--- src/rtl/game_pkg.sv ---
// game_pkg
// Shared definitions for the memory-game round sequencer.
//   state_t   : round controller states
//   BLANK     : seven-segment code meaning "nothing shown"
//   map_digit : folds a raw 4-bit LFSR nibble into a decimal digit 0..9
package game_pkg;

   typedef enum logic [2:0] {
      IDLE      = 3'd0,
      GEN       = 3'd1,
      FLASH_ON  = 3'd2,
      FLASH_OFF = 3'd3,
      ANSWER    = 3'd4,
      WIN       = 3'd5,
      LOSE      = 3'd6
   } state_t;

   localparam logic [3:0] BLANK = 4'hF;

   // Nibbles 10..15 fold down onto 4..9, so every stored digit is decimal.
   function automatic logic [3:0] map_digit(input logic [3:0] raw);
      map_digit = (raw >= 4'd10) ? (raw - 4'd6) : raw;
   endfunction

endpackage

--- src/rtl/lfsr8.sv ---
// lfsr8
// Free-running 8-bit Fibonacci LFSR (taps 8,6,5,4) used as the digit source.
// Ports:
//   clock : system clock
//   rst   : asynchronous active-low reset, loads SEED
//   state : current 8-bit LFSR contents
module lfsr8 #(
   parameter logic [7:0] SEED = 8'hA5
) (
   input  logic       clock,
   input  logic       rst,
   output logic [7:0] state
);

   // Shift every cycle; the feedback bit enters at the bottom. SEED must be
   // nonzero or the register locks up at all-zeros.
   always_ff @(posedge clock or negedge rst) begin
      if (!rst) begin
         state <= SEED;
      end else begin
         state <= {state[6:0], state[7] ^ state[5] ^ state[4] ^ state[3]};
      end
   end

endmodule

--- src/rtl/round_sequencer.sv ---
// round_sequencer
// Controller for one memory-game round: generates a pseudo-random digit
// sequence sized by the level, flashes it digit by digit, then checks the
// user's punched answers in order and reports win or loose.
// Ports:
//   clock, rst      : clock and asynchronous active-low reset
//   start           : single-cycle pulse, begins a round when not busy
//   log_out         : level-sensitive abort back to IDLE
//   level_num       : current level 0..15, sets the sequence length
//   punch_button    : single-cycle pulse, submits toggle_answer in ANSWER
//   toggle_answer   : user digit 0..9
//   flash_num       : digit being flashed, BLANK when nothing is shown
//   flash_valid     : high while a digit is shown
//   seg_in_ans      : last digit accepted during ANSWER
//   busy            : high in GEN, FLASH_ON, FLASH_OFF and ANSWER
//   win, loose      : high in WIN and LOSE respectively
module round_sequencer
   import game_pkg::*;
#(
   parameter int         MAX_LEN    = 8,
   parameter int         ON_CYCLES  = 25000000,
   parameter int         OFF_CYCLES = 12500000,
   parameter logic [7:0] LFSR_SEED  = 8'hA5
) (
   input  logic       clock,
   input  logic       rst,
   input  logic       start,
   input  logic       log_out,
   input  logic [3:0] level_num,
   input  logic       punch_button,
   input  logic [3:0] toggle_answer,
   output logic [3:0] flash_num,
   output logic       flash_valid,
   output logic [3:0] seg_in_ans,
   output logic       busy,
   output logic       win,
   output logic       loose
);

   localparam int TIMER_MAX = (ON_CYCLES > OFF_CYCLES) ? ON_CYCLES : OFF_CYCLES;
   localparam int TW        = (TIMER_MAX > 1) ? $clog2(TIMER_MAX) : 1;
   localparam int IW        = $clog2(MAX_LEN);

   localparam logic [TW-1:0] ON_LOAD    = TW'(ON_CYCLES - 1);
   localparam logic [TW-1:0] OFF_LOAD   = TW'(OFF_CYCLES - 1);
   localparam logic [4:0]    LEN_CAP_M1 = 5'(MAX_LEN - 1);

   state_t        state_q, state_d;
   logic [IW-1:0] idx_q, idx_d;
   logic [IW-1:0] len_m1_q, len_m1_d;
   logic [TW-1:0] timer_q, timer_d;
   logic [3:0]    seg_d;
   logic          store_en;
   logic [IW-1:0] start_len_m1;
   logic [4:0]    lvl_plus1;
   logic [7:0]    lfsr_state;
   logic [3:0]    gen_digit;
   logic [3:0]    seq_buf [MAX_LEN];

   lfsr8 #(
      .SEED (LFSR_SEED)
   ) u_lfsr (
      .clock (clock),
      .rst   (rst),
      .state (lfsr_state)
   );

   assign gen_digit = map_digit(lfsr_state[3:0]);

   // The round length is kept as len-1 so it fits the index width even when
   // the cap equals MAX_LEN; level+1 is clamped to MAX_LEN-1.
   always_comb begin
      lvl_plus1    = {1'b0, level_num} + 5'd1;
      start_len_m1 = (lvl_plus1 > LEN_CAP_M1) ? IW'(LEN_CAP_M1) : IW'(lvl_plus1);
   end

   // Next-state logic. log_out is applied last so it overrides everything,
   // including a punch that arrives in the same cycle.
   always_comb begin
      state_d  = state_q;
      idx_d    = idx_q;
      len_m1_d = len_m1_q;
      timer_d  = timer_q;
      seg_d    = seg_in_ans;
      store_en = 1'b0;

      case (state_q)
         IDLE, WIN, LOSE: begin
            if (start) begin
               state_d  = GEN;
               idx_d    = '0;
               len_m1_d = start_len_m1;
            end
         end
         GEN: begin
            store_en = 1'b1;
            if (idx_q == len_m1_q) begin
               state_d = FLASH_ON;
               idx_d   = '0;
               timer_d = ON_LOAD;
            end else begin
               idx_d = idx_q + IW'(1);
            end
         end
         FLASH_ON: begin
            if (timer_q == '0) begin
               state_d = FLASH_OFF;
               timer_d = OFF_LOAD;
            end else begin
               timer_d = timer_q - TW'(1);
            end
         end
         FLASH_OFF: begin
            if (timer_q == '0) begin
               if (idx_q == len_m1_q) begin
                  state_d = ANSWER;
                  idx_d   = '0;
               end else begin
                  state_d = FLASH_ON;
                  idx_d   = idx_q + IW'(1);
                  timer_d = ON_LOAD;
               end
            end else begin
               timer_d = timer_q - TW'(1);
            end
         end
         ANSWER: begin
            if (punch_button) begin
               seg_d = toggle_answer;
               if (toggle_answer != seq_buf[idx_q]) begin
                  state_d = LOSE;
               end else if (idx_q == len_m1_q) begin
                  state_d = WIN;
               end else begin
                  idx_d = idx_q + IW'(1);
               end
            end
         end
         default: begin
            state_d = IDLE;
         end
      endcase

      if (log_out) begin
         state_d  = IDLE;
         idx_d    = '0;
         timer_d  = '0;
         seg_d    = seg_in_ans;
         store_en = 1'b0;
      end
   end

   // State, buffer and registered outputs. Outputs are derived from the
   // next state so they line up with the state they describe. On entry to
   // FLASH_ON the buffer slot is already written because len is at least 2.
   always_ff @(posedge clock or negedge rst) begin
      if (!rst) begin
         state_q     <= IDLE;
         idx_q       <= '0;
         len_m1_q    <= '0;
         timer_q     <= '0;
         flash_num   <= BLANK;
         flash_valid <= 1'b0;
         seg_in_ans  <= 4'd0;
         busy        <= 1'b0;
         win         <= 1'b0;
         loose       <= 1'b0;
         for (int i = 0; i < MAX_LEN; i++) begin
            seq_buf[i] <= 4'd0;
         end
      end else begin
         state_q    <= state_d;
         idx_q      <= idx_d;
         len_m1_q   <= len_m1_d;
         timer_q    <= timer_d;
         seg_in_ans <= seg_d;
         if (store_en) begin
            seq_buf[idx_q] <= gen_digit;
         end
         flash_valid <= (state_d == FLASH_ON);
         flash_num   <= (state_d == FLASH_ON) ? seq_buf[idx_d] : BLANK;
         busy        <= (state_d == GEN) || (state_d == FLASH_ON) ||
                        (state_d == FLASH_OFF) || (state_d == ANSWER);
         win         <= (state_d == WIN);
         loose       <= (state_d == LOSE);
      end
   end

endmodule

--- config.mk ---
export PLATFORM = sky130hd
export DESIGN_NAME = round_sequencer
export DESIGN_NICKNAME = d
export VERILOG_FILES = /design/src/rtl/game_pkg.sv /design/src/rtl/lfsr8.sv /design/src/rtl/round_sequencer.sv
export SDC_FILE = /design/constraint.sdc
export NUM_CORES = 1
export LEC_CHECK = 0
export CORE_MARGIN = 1.5
export CORE_UTILIZATION = 52
export DETAILED_ROUTE_END_ITERATION = 10
export GPL_TIMING_DRIVEN = 0
export HOLD_SLACK_MARGIN = 0.02
export PLACE_DENSITY = 0.8
export SYNTH_ARGS = -nofsm -noshare
export SYNTH_HDL_FRONTEND = slang
export SYNTH_HIERARCHICAL = 1
export SYNTH_SLANG_ARGS = --single-unit
--- constraint.sdc ---
create_clock -name clock -period 4.17 [get_ports clock]
set_clock_uncertainty 0.2 [all_clocks]
set_input_delay 1.0425 -clock clock [delete_from_list [all_inputs] [get_ports clock]]
set_output_delay 1.0425 -clock clock [all_outputs]
set_load 0.05 [all_outputs]
==> results.md, run 1 <==
Route:
- The routed wirelength normalized by instance count is 18.6 microns.
- Summed over all layers, the routed wires come to 11.3 mm.
- After detailed routing, the number of remaining DRC violations is 4.
- The number of vias after detailed routing is between 3000 and 4000.
- Dividing the detail-routed via count by the number of cells gives approximately 6.3.
- Once detail routing completed, the nets flagged for antenna violations numbered 0.
- The initial detailed-routing violation count is 323.
- The pre-antenna-repair detailed-routing pass consisted of 11 iterations.

Timing:
- The highest clock rate is between 200 and 250 MHz.
- Setup repair after global routing left no endpoint under its margin.
- The least setup slack across all paths after layout is about 0.16 ns.
- The number of pins exceeding their max-slew limit in the final report is 0.
- Setup violations remaining at the end of the flow were counted as 0.
- At the pin with the least slew margin, the transition time is roughly 0.9 ns.
- The worst slew slack as a fraction of its limit is about two fifths.
- The final critical path takes up 96.1% of the cycle.
- The final number of hold-violating endpoints is 0.
- Adding up every negative setup slack in the final design gives 0 ns.
- For the finished layout, the period the worst path requires is between 4 and 5 ns.

Synth:
- In the post-synthesis netlist, the biggest area contributors are sky130_fd_sc_hd__dfrtp_1, sky130_fd_sc_hd__mux2_2, sky130_fd_sc_hd__mux2i_1.
- The total number of yosys warnings is 6.
- Averaged over all synthesized cells, the footprint is about 10 sq um.
- For this run, asynchronously set or reset flops after synthesis account for between 90% and 100%.
- The distinct cell type count after synthesis is slightly below 60.
- Counting every net in the synthesized netlist gives 480.
- After technology mapping, the gate count stands at roughly 460.
- Of the post-synthesis cell area, the dominant cell type holds 41.0%.
- The flip-flop and latch count after synthesis is 86.
- The number of enable-type register cells in the synthesized netlist is 0.
- The netlist area before placement is 4760 sq um.
- Of all cell types, the one taking the most synthesized area is sky130_fd_sc_hd__dfrtp_1.
- The top flip-flop cell by instance count after synthesis is sky130_fd_sc_hd__dfrtp_1.
- The sequential area share after synthesis is 45.5%.

Finish:
- Leaving out fill and tap cells, the most frequent cells in the layout are sky130_fd_sc_hd__dfrtp_1, sky130_fd_sc_hd__nor2_1, sky130_fd_sc_hd__o21ai_0.
- The library cell used most frequently in the layout, excluding fill and tap cells, is sky130_fd_sc_hd__dfrtp_1.
- The core utilization of the finished layout is between 60% and 70%.
- The layout overhead on the synthesized area is 14.2%.
- For this run, the post-layout net count is approximately 520.
- For this run, the number of standard cells in the final layout without fillers is just over 600.
- The fill cell instance count of the final layout is between 600 and 700.
- The finished cells cover about 5400 sq um.
- The proportion of layout cells with a drive suffix above 1 is ~18%.
- The repair_antennas step left the layout with diodes totalling 0.

Place:
- Port buffering added 23 buffers.
- The cell count after placement is roughly 600.
- Once detailed placement completed, the half-perimeter wirelength came to between 7 and 8 mm.
- Timing analysis after detailed placement gives a worst setup slack of -0.485 ns.
- After detailed placement, the total cell area comes to 5150 sq um.
- At the end of routability-driven placement, the weighted congestion stood at 0.865.

Pwr:
- In this run switching power makes up roughly 44% of total power.
- The leakage dissipation is about 2.3 nW.
- The switching power summed over all nets is ~1.4 mW.
- The portion of total power attributed to combinational logic is 49.4%.
- The cell internal power dissipation is 1.86 mW.
- The clock power share is 19.1%.
- Across the VDD grid, the largest voltage drop is 0.288 mV.
- The power per cell area is ~600 nW/um^2.
- Sequential cells burn about a third of the power.

Clock network:
- The clock slew at the register clock pins of the worst setup and hold paths is roughly 0.10 ns.
- The latest clock arrival within the worst-skew pair is 0.36 ns.
- No sink is reached through more buffers than the 2 on the longest clock path.
- The root buffer cell chosen for the clock tree is sky130_fd_sc_hd__clkbuf_8.
- The count of clock tree sinks is 86.
- CTS built an H-tree with a depth of 3.
- The CTS tree is yes.
- The CTS buffer count is 9.

Die:
- Measured along the x axis, the die boundary spans between 90 and 100 microns.
- The standard-cell row count is 34.
- Pin placement for this block handled 25 I/O pins.
- The effective utilization at floorplan is 54.0%.
- The die is ~99 microns tall.
- The die area is around 9700 sq um.
- The floorplan step defined a core boundary enclosing 8810 sq um.

Critical path:
- In this run the worst path has a maximum fanout of 9.
- The register-to-register setup slack is roughly 0.16 ns.
- Data on the critical path arrives at its endpoint at approximately 4 ns.
- Data on the critical path is required at its endpoint by approximately 4.3 ns.
- The worst setup path is launched from a flip-flop.
- The critical path in this run is classified as reg2reg.
- STA classifies the critical path endpoint as a flip-flop.

Run status:
- The checks that failed: DRC.
- The run finished, with violations left.

Flow run:
- Max-cap violations in this run came to 0.

Global routing:
- The initial antenna violation count was 0.
- The total congestion overflow after global routing is 0.
- The wire length of the first global-routing pass is around 18 mm.
- Entering global routing, the biggest net connects 64 pins.
- The number of global-route vias before repair is between 3000 and 4000.
- Global routing used a little under a quarter of the available tracks across all layers.

Hold path:
- The min-delay analysis places its worst path in the category reg2reg.
[worst max-delay path, cell delays in order (launching register included)]
cell,delay [ns]
sky130_fd_sc_hd__dfrtp_1,0.42
sky130_fd_sc_hd__inv_1,0.07
sky130_fd_sc_hd__ha_1,0.19
sky130_fd_sc_hd__or3b_4,0.42
sky130_fd_sc_hd__or4b_1,0.48
sky130_fd_sc_hd__buf_2,0.21
sky130_fd_sc_hd__o41ai_2,0.43
sky130_fd_sc_hd__and4_1,0.25
sky130_fd_sc_hd__a31oi_1,0.18
sky130_fd_sc_hd__a32oi_2,0.31
sky130_fd_sc_hd__clkinv_2,0.21
sky130_fd_sc_hd__mux4_2,0.46
sky130_fd_sc_hd__nand2_1,0.12
[cells by family after synthesis]
family,share of synthesized area (%)
XOR/XNOR,2.95
buffers and inverters,2.66
AND/OR/NAND/NOR,15.6
multiplexers,16.4
adder cells (fa/ha/maj),1.58
flip-flops,45.5
AO/OA/AOI/OAI,15.3
[metal layers]
| layer | vias to the layer above | routed length (microns) | GRT usage [%] | share of wire (%) |
|---|---|---|---|---|
| met1 | 1911 | 4770 | 31.1 | 42 |
| met3 | 24 | 703 | 3.76 | 6.2 |
| met5 | - | 0 | 0 | 0 |
| met4 | 0 | 252 | 10.1 | 2.2 |
| li1 | 1775 | - | - | - |
| met2 | 148 | 5610 | 39.9 | 49 |
[metrics by stage]
step | total power, mW | hold slack [ns]
after floorplan | 2.21 | 0.133
after global placement | 2.52 | 0.137
after detailed placement | 2.58 | 0.143
after CTS | 3.24 | 0.162
after global routing | 3.51 | 0.163
final | 3.30 | 0.160
[power by group through the flow]
stage / clock [mW] / sequential, mW / combinational, mW
floorplan: 0 / 1.05 / 1.16
global placement: 0 / 1.04 / 1.48
detailed placement: 0 / 1.05 / 1.53
CTS: 0.644 / 1.03 / 1.56
global route: 0.674 / 1.05 / 1.78
finish: 0.632 / 1.04 / 1.63
[worst paths after layout]
check,from,to,depth (start not counted)
worst max-delay path,timer_q[0],flash_num[1],12
worst min-delay path,u_lfsr/state[6],u_lfsr/state[7],0
worst max register to register,timer_q[0],flash_num[1],12
worst min register to register,u_lfsr/state[6],u_lfsr/state[7],0
max in group asynchronous,rst,flash_num[0],2
min in group asynchronous,rst,timer_q[3],1
[timing repair]
item / CTS / global route
setup endpoints to repair: 5 / 5
buffers inserted: 0 / 1
hold buffers: 0 / 0
hold endpoints to repair: 0 / 0
gates resized for setup: 4 / 4
pin swaps: 0 / 1
[registers in the layout (all words and copies together) (netlist names)]
register and cells:
flash_num 4, busy 1, u_lfsr/state 8, loose 1
idx_q 3, flash_valid 1, win 1, state_q 3
len_m1_q 3, timer_q 25, seg_in_ans 4, seq_buf 32
[synth_stat cells (2+ instances only)]
master                     count
sky130_fd_sc_hd__o21a_1        4
sky130_fd_sc_hd__inv_1         8
sky130_fd_sc_hd__a311oi_1      4
sky130_fd_sc_hd__mux4_2        9
sky130_fd_sc_hd__a211oi_1      4
sky130_fd_sc_hd__buf_2         5
sky130_fd_sc_hd__a221oi_1      2
sky130_fd_sc_hd__buf_1         2
sky130_fd_sc_hd__a21o_1        4
sky130_fd_sc_hd__o31ai_1       5
sky130_fd_sc_hd__nand2b_1     10
sky130_fd_sc_hd__o22ai_1       2
sky130_fd_sc_hd__and3_1        4
sky130_fd_sc_hd__mux2i_1      24
sky130_fd_sc_hd__a31oi_1       4
sky130_fd_sc_hd__o21ai_0      34
sky130_fd_sc_hd__nor2b_1       5
sky130_fd_sc_hd__or4_1         4
sky130_fd_sc_hd__nor3_1       13
sky130_fd_sc_hd__nand3_1      10
sky130_fd_sc_hd__or2_2         4
sky130_fd_sc_hd__a21oi_1      28
sky130_fd_sc_hd__dfrtp_1      78
sky130_fd_sc_hd__xor2_1        5
sky130_fd_sc_hd__clkbuf_1     12
sky130_fd_sc_hd__xnor2_1      11
sky130_fd_sc_hd__or3_1         8
sky130_fd_sc_hd__a22oi_1       3
sky130_fd_sc_hd__and2_1        2
sky130_fd_sc_hd__nor4_1        8
sky130_fd_sc_hd__a211o_1       3
sky130_fd_sc_hd__ha_1          6
sky130_fd_sc_hd__mux2_2       30
sky130_fd_sc_hd__nand2_1      33
sky130_fd_sc_hd__nor2_1       43
sky130_fd_sc_hd__dfstp_2       8
[layout make-up]
cell class	count	area [sq um]	area share [%]
multi-input cells	346	2520	46.3
flip-flops and latches	86	2160	39.8
repair buffers	25	275	5.07
well taps	108	135	2.49
clock buffers	9	124	2.28
clock inverters	7	92.6	1.70
plain buffers	20	92.6	1.70
inverters	9	35.0	0.645
Power figures use the tool's default switching activity.
==> run 2: changes to the inputs <==
--- a/config.mk
+++ b/config.mk
@@ -10,8 +10,8 @@
 export DETAILED_ROUTE_END_ITERATION = 10
 export GPL_TIMING_DRIVEN = 0
 export HOLD_SLACK_MARGIN = 0.02
-export PLACE_DENSITY = 0.8
+export PLACE_DENSITY = 0.79
+export SKIP_LAST_GASP = 1
 export SYNTH_ARGS = -nofsm -noshare
 export SYNTH_HDL_FRONTEND = slang
-export SYNTH_HIERARCHICAL = 1
 export SYNTH_SLANG_ARGS = --single-unit
==> run 2 against run 1 <==
  * The run now ends clean
  * Critical path depth down 2
  * Non-clock buffer count up 5
  * Final cell count up 13%
  * Critical endpoint is now flash_num[2]
==> results.md, run 2 <==
Run status:
- The run finished with clean final reports.

Place:
- The cell count after placement is 672 (+13%).
- The global placement routability congestion came to 0.994 (+15%).
- The number of port buffers is 22 (-4.3%).
- The post-detailed-placement half-perimeter wirelength is 9.86 mm (+25%).
- The cell area after placement is 5450 sq um (+5.9%).

Synth:
- The synthesized design spends more area on one cell type than any other, namely sky130_fd_sc_hd__dfrtp_1.
- The number of enable-type register cells in the synthesized netlist came to 0 (unchanged).
- The area share of the leading cell type in the synthesized netlist is 38.7% (-2.3 points).
- The sequential area share after synthesis was 42.9% (-2.6 points).
- In the synthesized netlist the dominant register cell turns out to be sky130_fd_sc_hd__dfrtp_1.
- The distinct cell type count after synthesis is 66 (+14%).
- The post-synthesis cell count is 520 (+13%).
- The net count after synthesis is 539 (+12%).
- The netlist area before placement came to 5040 sq um (+6.1%).
- The flip-flop and latch count after synthesis is 86 (unchanged).
- In the post-synthesis netlist, the cell with the most instances is sky130_fd_sc_hd__dfrtp_1.
- Ranked by total cell area, the synthesized netlist is headed by sky130_fd_sc_hd__dfrtp_1, sky130_fd_sc_hd__mux2_2, sky130_fd_sc_hd__dfstp_2.
- The average instance area after synthesis is 9.70 sq um (-6.0%).
- The total number of yosys warnings was 0 (-6).
- The fraction of synthesis flops using an asynchronous set or reset pin is 100% (unchanged).
- Counting instances in the post-synthesis netlist gives the leading cell types as sky130_fd_sc_hd__dfrtp_1, sky130_fd_sc_hd__nor2_1, sky130_fd_sc_hd__o21ai_0.

Pwr:
- The total power consumption of the routed design came to 1.79 mW (-46%).
- The leakage dissipation is 2.44 nW (+6.4%).
- The power per cell area is 310 nW/um^2 (-49%).
- The largest vdd supply drop is 0.203 mV (-30%).

Clock network:
- The clock slew at the register clock pins of the worst setup and hold paths is 0.09 ns (about the same).
- The count of clock tree sinks is 86 (unchanged).
- The latest clock arrival within the worst-skew pair came to 0.37 ns (about the same).
- The number of H-tree levels is 3 (unchanged).
- The buffer depth of the longest clock path was 2 (unchanged).
- The CTS tree is yes.
- The CTS root buffer is sky130_fd_sc_hd__clkbuf_8.
- The CTS buffer count is 9 (unchanged).

Critical path:
- STA classifies the critical path startpoint as a flip-flop.
- The depth of the worst register-to-register path is 10 (-2).
- The startpoint of the most critical setup path is idx_q[0].
- The data required time at the worst endpoint is 4.21 ns (-0.06 ns).
- The family with the most delay on the worst path is simple AND/OR/NAND/NOR gates.
- The largest stage delay on the critical path is 0.89 ns (+0.41 ns).
- Counting stages on the worst path, the most repeated cell is sky130_fd_sc_hd__nor4_1.
- The end of the worst register-to-register path is flash_num[2].
- The number of buffer and inverter stages on the critical path was 2 (-1).
- The launching point of the worst reg2reg path is idx_q[0].
- For this design, the slowest cell found on the critical path is sky130_fd_sc_hd__nor4_1.
- The register-to-register setup slack is 0.1 ns (-0.07 ns).
- The kind of capture point of the worst setup path is a flip-flop.
- The arrival time at the worst endpoint is 4.11 ns (about the same).
- The worst setup path is of the reg2reg kind.
- The signal on the critical path passes through buf_2 > mux2i_1 > mux4_2 > xor2_1 > o221ai_2 > nor4_1 > clkbuf_1 > or4_1 > a2111oi_2 > nor4_1.
- The largest driver fanout on the critical path is 10 (+1).

Flow run:
- The max capacitance violation total came to 0 (unchanged).

Finish:
- In the layout the commonest cells are sky130_fd_sc_hd__dfrtp_1, sky130_fd_sc_hd__nor2_1, sky130_fd_sc_hd__o21ai_0.
- The number of nets in the layout is 575 (+11%).
- The count of placed standard cells in the final layout, fillers left out came to 690 (+13%).
- The leading cell type in the layout, fill and taps excluded is sky130_fd_sc_hd__dfrtp_1.
- The sequential cell area was 2160 sq um (unchanged).
- The largest registers in the layout are seq_buf: 32 flops, timer_q: 25 flops, u_lfsr.state: 8 flops.
- The number of flip-flops under the largest register name came to 32 (unchanged).
- The fill cell instance count of the final layout is 793 (+13%).
- The number of inserted diodes came to 0 (unchanged).
- The multi-input gate area in the final layout is 2790 sq um (+11%).
- The post-route standard cell area excluding fillers is 5770 sq um (+6.2%).
- The register containing the most flip-flops in the final layout is seq_buf.
- The proportion of layout cells with a drive suffix above 1 was 18.5% (+0.61 points).
- The area growth from synthesis to layout is 14.4%.

Global routing:
- The wire length of the first global-routing pass is 21.8 mm (+18%).
- The total congestion overflow after global routing came to 0 (unchanged).
- The number of global-route vias before repair is 4285 (+9.6%).
- The initial antenna violation count came to 0 (unchanged).
- The overall track demand over capacity in global routing came to 27.3% (+3.5 points).
- The largest net degree at the start of global routing is 51 (-20%).

Route:
- The total wire length is 13.7 mm (+21%).
- The final antenna-violating net count is 0 (unchanged).
- The number of vias per cell was 6.53 (+3.2%).
- The initial detailed-routing violation count is 320 (-0.93%).
- The number of vias after detailed routing is 4505 (+17%).
- The length of the first detailed-routing pass in iterations is 5 (-6).
- The number of design rule violations left after detail routing came to 0 (-4).
- The routed wirelength normalized by instance count is 19.8 microns (+6.8%).

Die:
- The die area came to 10300 sq um (+5.9%).
- The vertical extent of the die is 101 microns (+2.9%).
- The count of pins on the block boundary came to 25 (unchanged).
- The effective utilization at floorplan came to 54.1% (+0.064 points).
- The horizontal die dimension came to 101 microns (+2.9%).
- The standard-cell row count came to 35 (+2.9%).
- The placeable core region is 9330 sq um (+5.9%).

Timing:
- The worst slew slack as a fraction of its limit was 30.7% (-8.0 points).
- The highest clock rate was 245 MHz (-1.7%).
- The number of pins exceeding their max-slew limit in the final report is 0 (unchanged).
- The hold slack is 0.169 ns (+0.00912 ns).
- The final number of hold-violating endpoints was 0 (unchanged).
- The transition time at the pin with the least slew margin is 1.03 ns (+0.112 ns).
- The part of the cycle the worst path needs is 97.7% (+1.7 points).
- The total setup violations reported at the end of the flow is 0 (unchanged).
- The setup TNS is 0 ns (unchanged).
- The post-route minimum period is 4.07 ns (+0.0693 ns).

Hold path:
- The number of instances on the worst hold path was 0 (unchanged).
- The worst hold path terminates at u_lfsr.state[7].
- The startpoint identified for the worst hold timing path is u_lfsr.state[6].
- The min-delay analysis places its worst path in the category reg2reg.
==> run 2: cell types whose count changed in the layout (fill, tap and decap cells not counted), moves of 7 or more <==
cell                      delta
sky130_fd_sc_hd__mux2i_1     -7
sky130_fd_sc_hd__inv_1      +11
sky130_fd_sc_hd__or4_1      +16
sky130_fd_sc_hd__a31o_2     +15
sky130_fd_sc_hd__nor4_1      +8
sky130_fd_sc_hd__mux4_2      -8
==> run 2: worst max-delay path by stage <==
stage              endpoint  slack [ns]  cells after the start
6_report       flash_num[2]         0.1                     10
5_1_grt        flash_num[3]       -0.14                     10
4_1_cts        flash_num[0]       0.003                     12
3_5_place_dp   flash_num[3]       -0.29                      8
3_3_place_gp    seq_buf[29]       -1.03                      1
2_1_floorplan  flash_num[1]        0.58                     12
==> run 2: routing by layer <==
layer  up-vias  wire (microns)  GRT usage [%]  part of all wire, %
li1       2051               -              -                    -
met1      2211            5420           34.8                   40
met2       210            6980           46.4                   51
met3        33             981           4.90                  7.2
met4         0             309           10.5                  2.3
met5         -               0              0                    0
==> run 2: through the flow <==
stage               setup WS (ns)  utilization [%]
floorplan                   0.580                -
global placement            -1.03             58.2
detailed placement         -0.293             58.4
CTS                       0.00326             60.7
global route               -0.138             61.9
finish                     0.0951             61.9
==> run 2: cells by family (layout without fill, tap and decap cells) <==
family                     count (synthesis)  after routing  share of synthesized area (%)
muxes                                     45             45                           9.90
AOI/OAI and AO/OA                        150            150                           20.7
and+or+nand+nor                          174            174                           18.7
buffers and inverters                     44             85                           3.72
xor gates and xnor gates                  14             14                           2.43
DFF                                       86             86                           42.9
adders and majority gates                  7              7                           1.69
==> run 2: layout make-up <==
class | instances | area share [%]
multi-input combinational | 390 | 48.4
sequential | 86 | 37.5
timing repair buffer | 25 | 4.51
tap | 129 | 2.80
clock buffer | 10 | 2.39
buffer | 25 | 2.04
inverter | 19 | 1.24
clock inverter | 6 | 1.19
==> run 2: timing repair <==
action | in CTS | in global routing
buffers inserted | 0 | 2
pin swaps | 0 | 1
gates resized for setup | 3 | 23
hold buffers | 0 | 0
endpoints found under the setup margin | 3 | 4
==> run 2: report_power, final <==
group / total (mW) / internal, mW / leakage (nW) / switching, mW
Combinational: 0.309 / 0.117 / 1.18 / 0.192
Clock: 0.611 / 0.296 / 0.103 / 0.315
Sequential: 0.869 / 0.853 / 1.15 / 0.0165
Total: 1.79 / 1.27 / 2.44 / 0.523
==> run 2: worst register-to-register path: stages, from the launching register on <==
cell,delay (ns)
sky130_fd_sc_hd__dfrtp_1,0.38
sky130_fd_sc_hd__buf_2,0.34
sky130_fd_sc_hd__mux2i_1,0.15
sky130_fd_sc_hd__mux4_2,0.51
sky130_fd_sc_hd__xor2_1,0.23
sky130_fd_sc_hd__o221ai_2,0.23
sky130_fd_sc_hd__nor4_1,0.89
sky130_fd_sc_hd__clkbuf_1,0.37
sky130_fd_sc_hd__or4_1,0.20
sky130_fd_sc_hd__a2111oi_2,0.08
sky130_fd_sc_hd__nor4_1,0.38
==> run 3: changes to the inputs <==
--- a/config.mk
+++ b/config.mk
@@ -8,9 +8,10 @@
 export CORE_MARGIN = 1.5
 export CORE_UTILIZATION = 52
 export DETAILED_ROUTE_END_ITERATION = 10
+export DONT_BUFFER_PORTS = 1
 export GPL_TIMING_DRIVEN = 0
 export HOLD_SLACK_MARGIN = 0.02
-export PLACE_DENSITY = 0.79
+export PLACE_DENSITY = 0.76
 export SKIP_LAST_GASP = 1
 export SYNTH_ARGS = -nofsm -noshare
 export SYNTH_HDL_FRONTEND = slang
==> run 3 against run 2 <==
  * Die area unchanged
  * Count of clock-buffer cells in the layout up 2
  * Hold slack worse by 0.0066 ns
  * Routed wire length fell by 8.7%
  * Setup slack improved by 0.049 ns
  * Via count fell by 3.6%
  * Sequential power rose by 1%
  * Critical path depth rose by 2
  * Total power is 2.4% lower
==> results.md, run 3 (synthesized netlist as in run 2, its figures left out) <==
Finish:
- The proportion of layout cells with a drive suffix above 1 came to 18.6% (+0.084 points).
- The register containing the most flip-flops in the final layout is seq_buf.
- The core utilization of the finished layout is 59.0% (-2.8 points).
- In the layout the commonest cells are sky130_fd_sc_hd__dfrtp_1, sky130_fd_sc_hd__nor2_1, sky130_fd_sc_hd__o21ai_0.
- The post-route standard cell area excluding fillers is 5510 sq um (-4.6%).
- The layout overhead on the synthesized area is 9.18%.
- The fill cell instance count of the final layout is 810 (+2.1%).
- The number of inserted diodes was 0 (unchanged).
- The leading cell type in the layout, fill and taps excluded is sky130_fd_sc_hd__dfrtp_1.
- The number of nets in the layout came to 551 (-4.2%).
- The largest registers in the layout are seq_buf: 32 flops, timer_q: 25 flops, u_lfsr.state: 8 flops.
- The number of flip-flops under the largest register name is 32 (unchanged).

Clock network:
- TritonCTS built the clock tree.
- The CTS buffer count is 9 (unchanged).
- The latest clock arrival within the worst-skew pair came to 0.36 ns (about the same).
- The clock slew at the register clock pins of the worst setup and hold paths was 0.09 ns (about the same).
- The root buffer cell chosen for the clock tree is sky130_fd_sc_hd__clkbuf_8.
- The number of H-tree levels is 3 (unchanged).
- The count of clock tree sinks is 86 (unchanged).
- The number of buffers inserted by hold repair at cts is 0 (unchanged).
- The buffer depth of the longest clock path is 2 (unchanged).

Critical path:
- Broken down by cell family, the worst path's largest delay share belongs to simple AND/OR/NAND/NOR gates.
- The data required time at the worst endpoint came to 4.24 ns (+0.03 ns).
- The arrival time at the worst endpoint is 4.10 ns (about the same).
- The critical path goes through inv_1 > ha_1 > or4b_4 > or4_4 > buf_6 > o21ai_1 > nand2_2 > mux2i_2 > clkbuf_2 > or4_1 > a2111oi_0 > nor4_1.
- The cell with the largest stage delay on the worst path is sky130_fd_sc_hd__or4b_4.
- The worst setup path is launched from a flip-flop.
- The worst setup path is of the reg2reg kind.
- The largest driver fanout on the critical path is 10 (unchanged).
- The largest stage delay on the critical path is 0.50 ns (-0.39 ns).
- The number of buffer and inverter stages on the critical path was 3 (+1).
- The kind of capture point of the worst setup path is a flip-flop.

Place:
- The cell area after placement is 5200 sq um (-4.5%).
- The post-detailed-placement half-perimeter wirelength is 9.27 mm (-6.0%).
- The number of port buffers is 0 (-100%).
- The global placement routability congestion came to 1.01 (+1.9%).

Die:
- The effective utilization at floorplan was 54.1% (unchanged).
- The placeable core region came to 9330 sq um (unchanged).
- The horizontal die dimension was 101 microns (unchanged).
- The die area is 10300 sq um (unchanged).
- The standard-cell row count is 35 (unchanged).
- The count of pins on the block boundary is 25 (unchanged).
- The vertical extent of the die is 101 microns (unchanged).

Route:
- The initial detailed-routing violation count is 269 (-16%).
- The total wire length is 12.5 mm (-8.7%).
- The length of the first detailed-routing pass in iterations was 5 (unchanged).
- The number of vias per cell is 6.52 (-0.12%).
- The number of design rule violations left after detail routing is 0 (unchanged).
- The routed wirelength normalized by instance count came to 18.8 microns (-5.5%).
- The final antenna-violating net count is 0 (unchanged).
- The number of vias after detailed routing is 4343 (-3.6%).

Hold path:
- The min-delay analysis places its worst path in the category reg2reg.

Timing:
- The final number of hold-violating endpoints came to 0 (unchanged).
- The number of pins exceeding their max-slew limit in the final report is 0 (unchanged).
- The post-route minimum period was 4.03 ns (-0.0492 ns).
- The setup TNS is 0 ns (unchanged).
- The transition time at the pin with the least slew margin is 0.771 ns (-0.259 ns).
- The worst slew slack as a fraction of its limit was 48.2% (+18 points).
- The hold slack is 0.163 ns (-0.00662 ns).
- The total setup violations reported at the end of the flow is 0 (unchanged).
- The highest clock rate came to 248 MHz (+1.2%).
- The part of the cycle the worst path needs is 96.5% (-1.2 points).

Pwr:
- The cell internal power dissipation is 1.26 mW (-0.11%).
- The power per cell area was 317 nW/um^2 (+2.2%).
- The portion of total power attributed to combinational logic is 14.3% (-3.0 points).
- The leakage dissipation is 2.33 nW (-4.3%).
- The switching power summed over all nets is 482 uW (-8.0%).
- The total power consumption of the routed design is 1.75 mW (-2.4%).
- The largest vdd supply drop was 0.206 mV (+1.5%).
- The sequential power share was 50.4% (+1.8 points).
- The switching portion of total power is 27.6% (-1.7 points).
- The clock power share is 35.3% (+1.1 points).

Run status:
- The run finished with clean final reports.

Global routing:
- The initial antenna violation count was 0 (unchanged).
- The total congestion overflow after global routing is 0 (unchanged).
- The largest net degree at the start of global routing is 87 (+71%).
- The overall track demand over capacity in global routing is 25.8% (-1.5 points).
- The number of global-route vias before repair is 4055 (-5.4%).
- The wire length of the first global-routing pass was 20.5 mm (-5.7%).

Flow run:
- The max capacitance violation total is 0 (unchanged).
==> run 3: worst register-to-register path: cells and delay by family, from the launching register on <==
family,cells,cell delay [ns]
multiplexers,1,0.24
flip-flops,1,0.42
AND/OR/NAND/NOR,5,1.74
buffers and inverters,3,0.43
adder cells (fa/ha/maj),1,0.20
AO/OA/AOI/OAI,2,0.72
==> run 3: power groups by stage <==
stage	logic, mW	registers, mW	clock network, mW
floorplan	0.191	0.892	0
global placement	0.231	0.896	0
detailed placement	0.236	0.896	0
CTS	0.237	0.880	0.627
global route	0.276	0.883	0.659
finish	0.250	0.880	0.617
==> run 3: layout make-up <==
cell class | instances | area [sq um] | area share (%)
multi-input cells | 390 | 2780 | 50.4
flip-flops and latches | 86 | 2160 | 39.3
well taps | 129 | 161 | 2.93
clock buffers | 12 | 155 | 2.82
plain buffers | 25 | 118 | 2.14
inverters | 19 | 71.3 | 1.30
clock inverters | 4 | 53.8 | 0.977
repair buffers | 1 | 7.51 | 0.136
==> run 3: repair_timing <==
item                                    4_1_cts  5_1_grt
setup buffers                                 0        1
pin swaps                                     0        2
resized for setup                             1       23
endpoints found under the setup margin        2        4
==> run 3: path summary, 6_finish.rpt <==
| check | depth (start not counted) | endpoint | slack, ns | start |
|---|---|---|---|---|
| setup / recovery | 12 | flash_num[0] | 0.14 | timer_q[0] |
| hold / removal | 0 | u_lfsr.state[7] | 0.16 | u_lfsr.state[6] |
| setup reg to reg | 12 | flash_num[0] | 0.14 | timer_q[0] |
| hold reg to reg | 0 | u_lfsr.state[7] | 0.16 | u_lfsr.state[6] |
| max in group asynchronous | 0 | flash_num[1] | 3.34 | rst |
| min in group asynchronous | 0 | state_q[2] | 0.17 | rst |
==> run 3: per-stage QoR <==
step,setup WS (ns),cells
2_1_floorplan,0.580,520
3_3_place_gp,-0.000551,649
3_5_place_dp,-0.144,649
4_1_cts,0.0260,665
5_1_grt,-0.0261,666
6_report,0.144,666
==> run 3: metal layers <==
metal | share of wire [%] | track usage [%]
met4 | 2.2 | 8.23
met1 | 45 | 36.9
met2 | 46 | 39.6
met3 | 6.5 | 5.24
met5 | 0 | 0
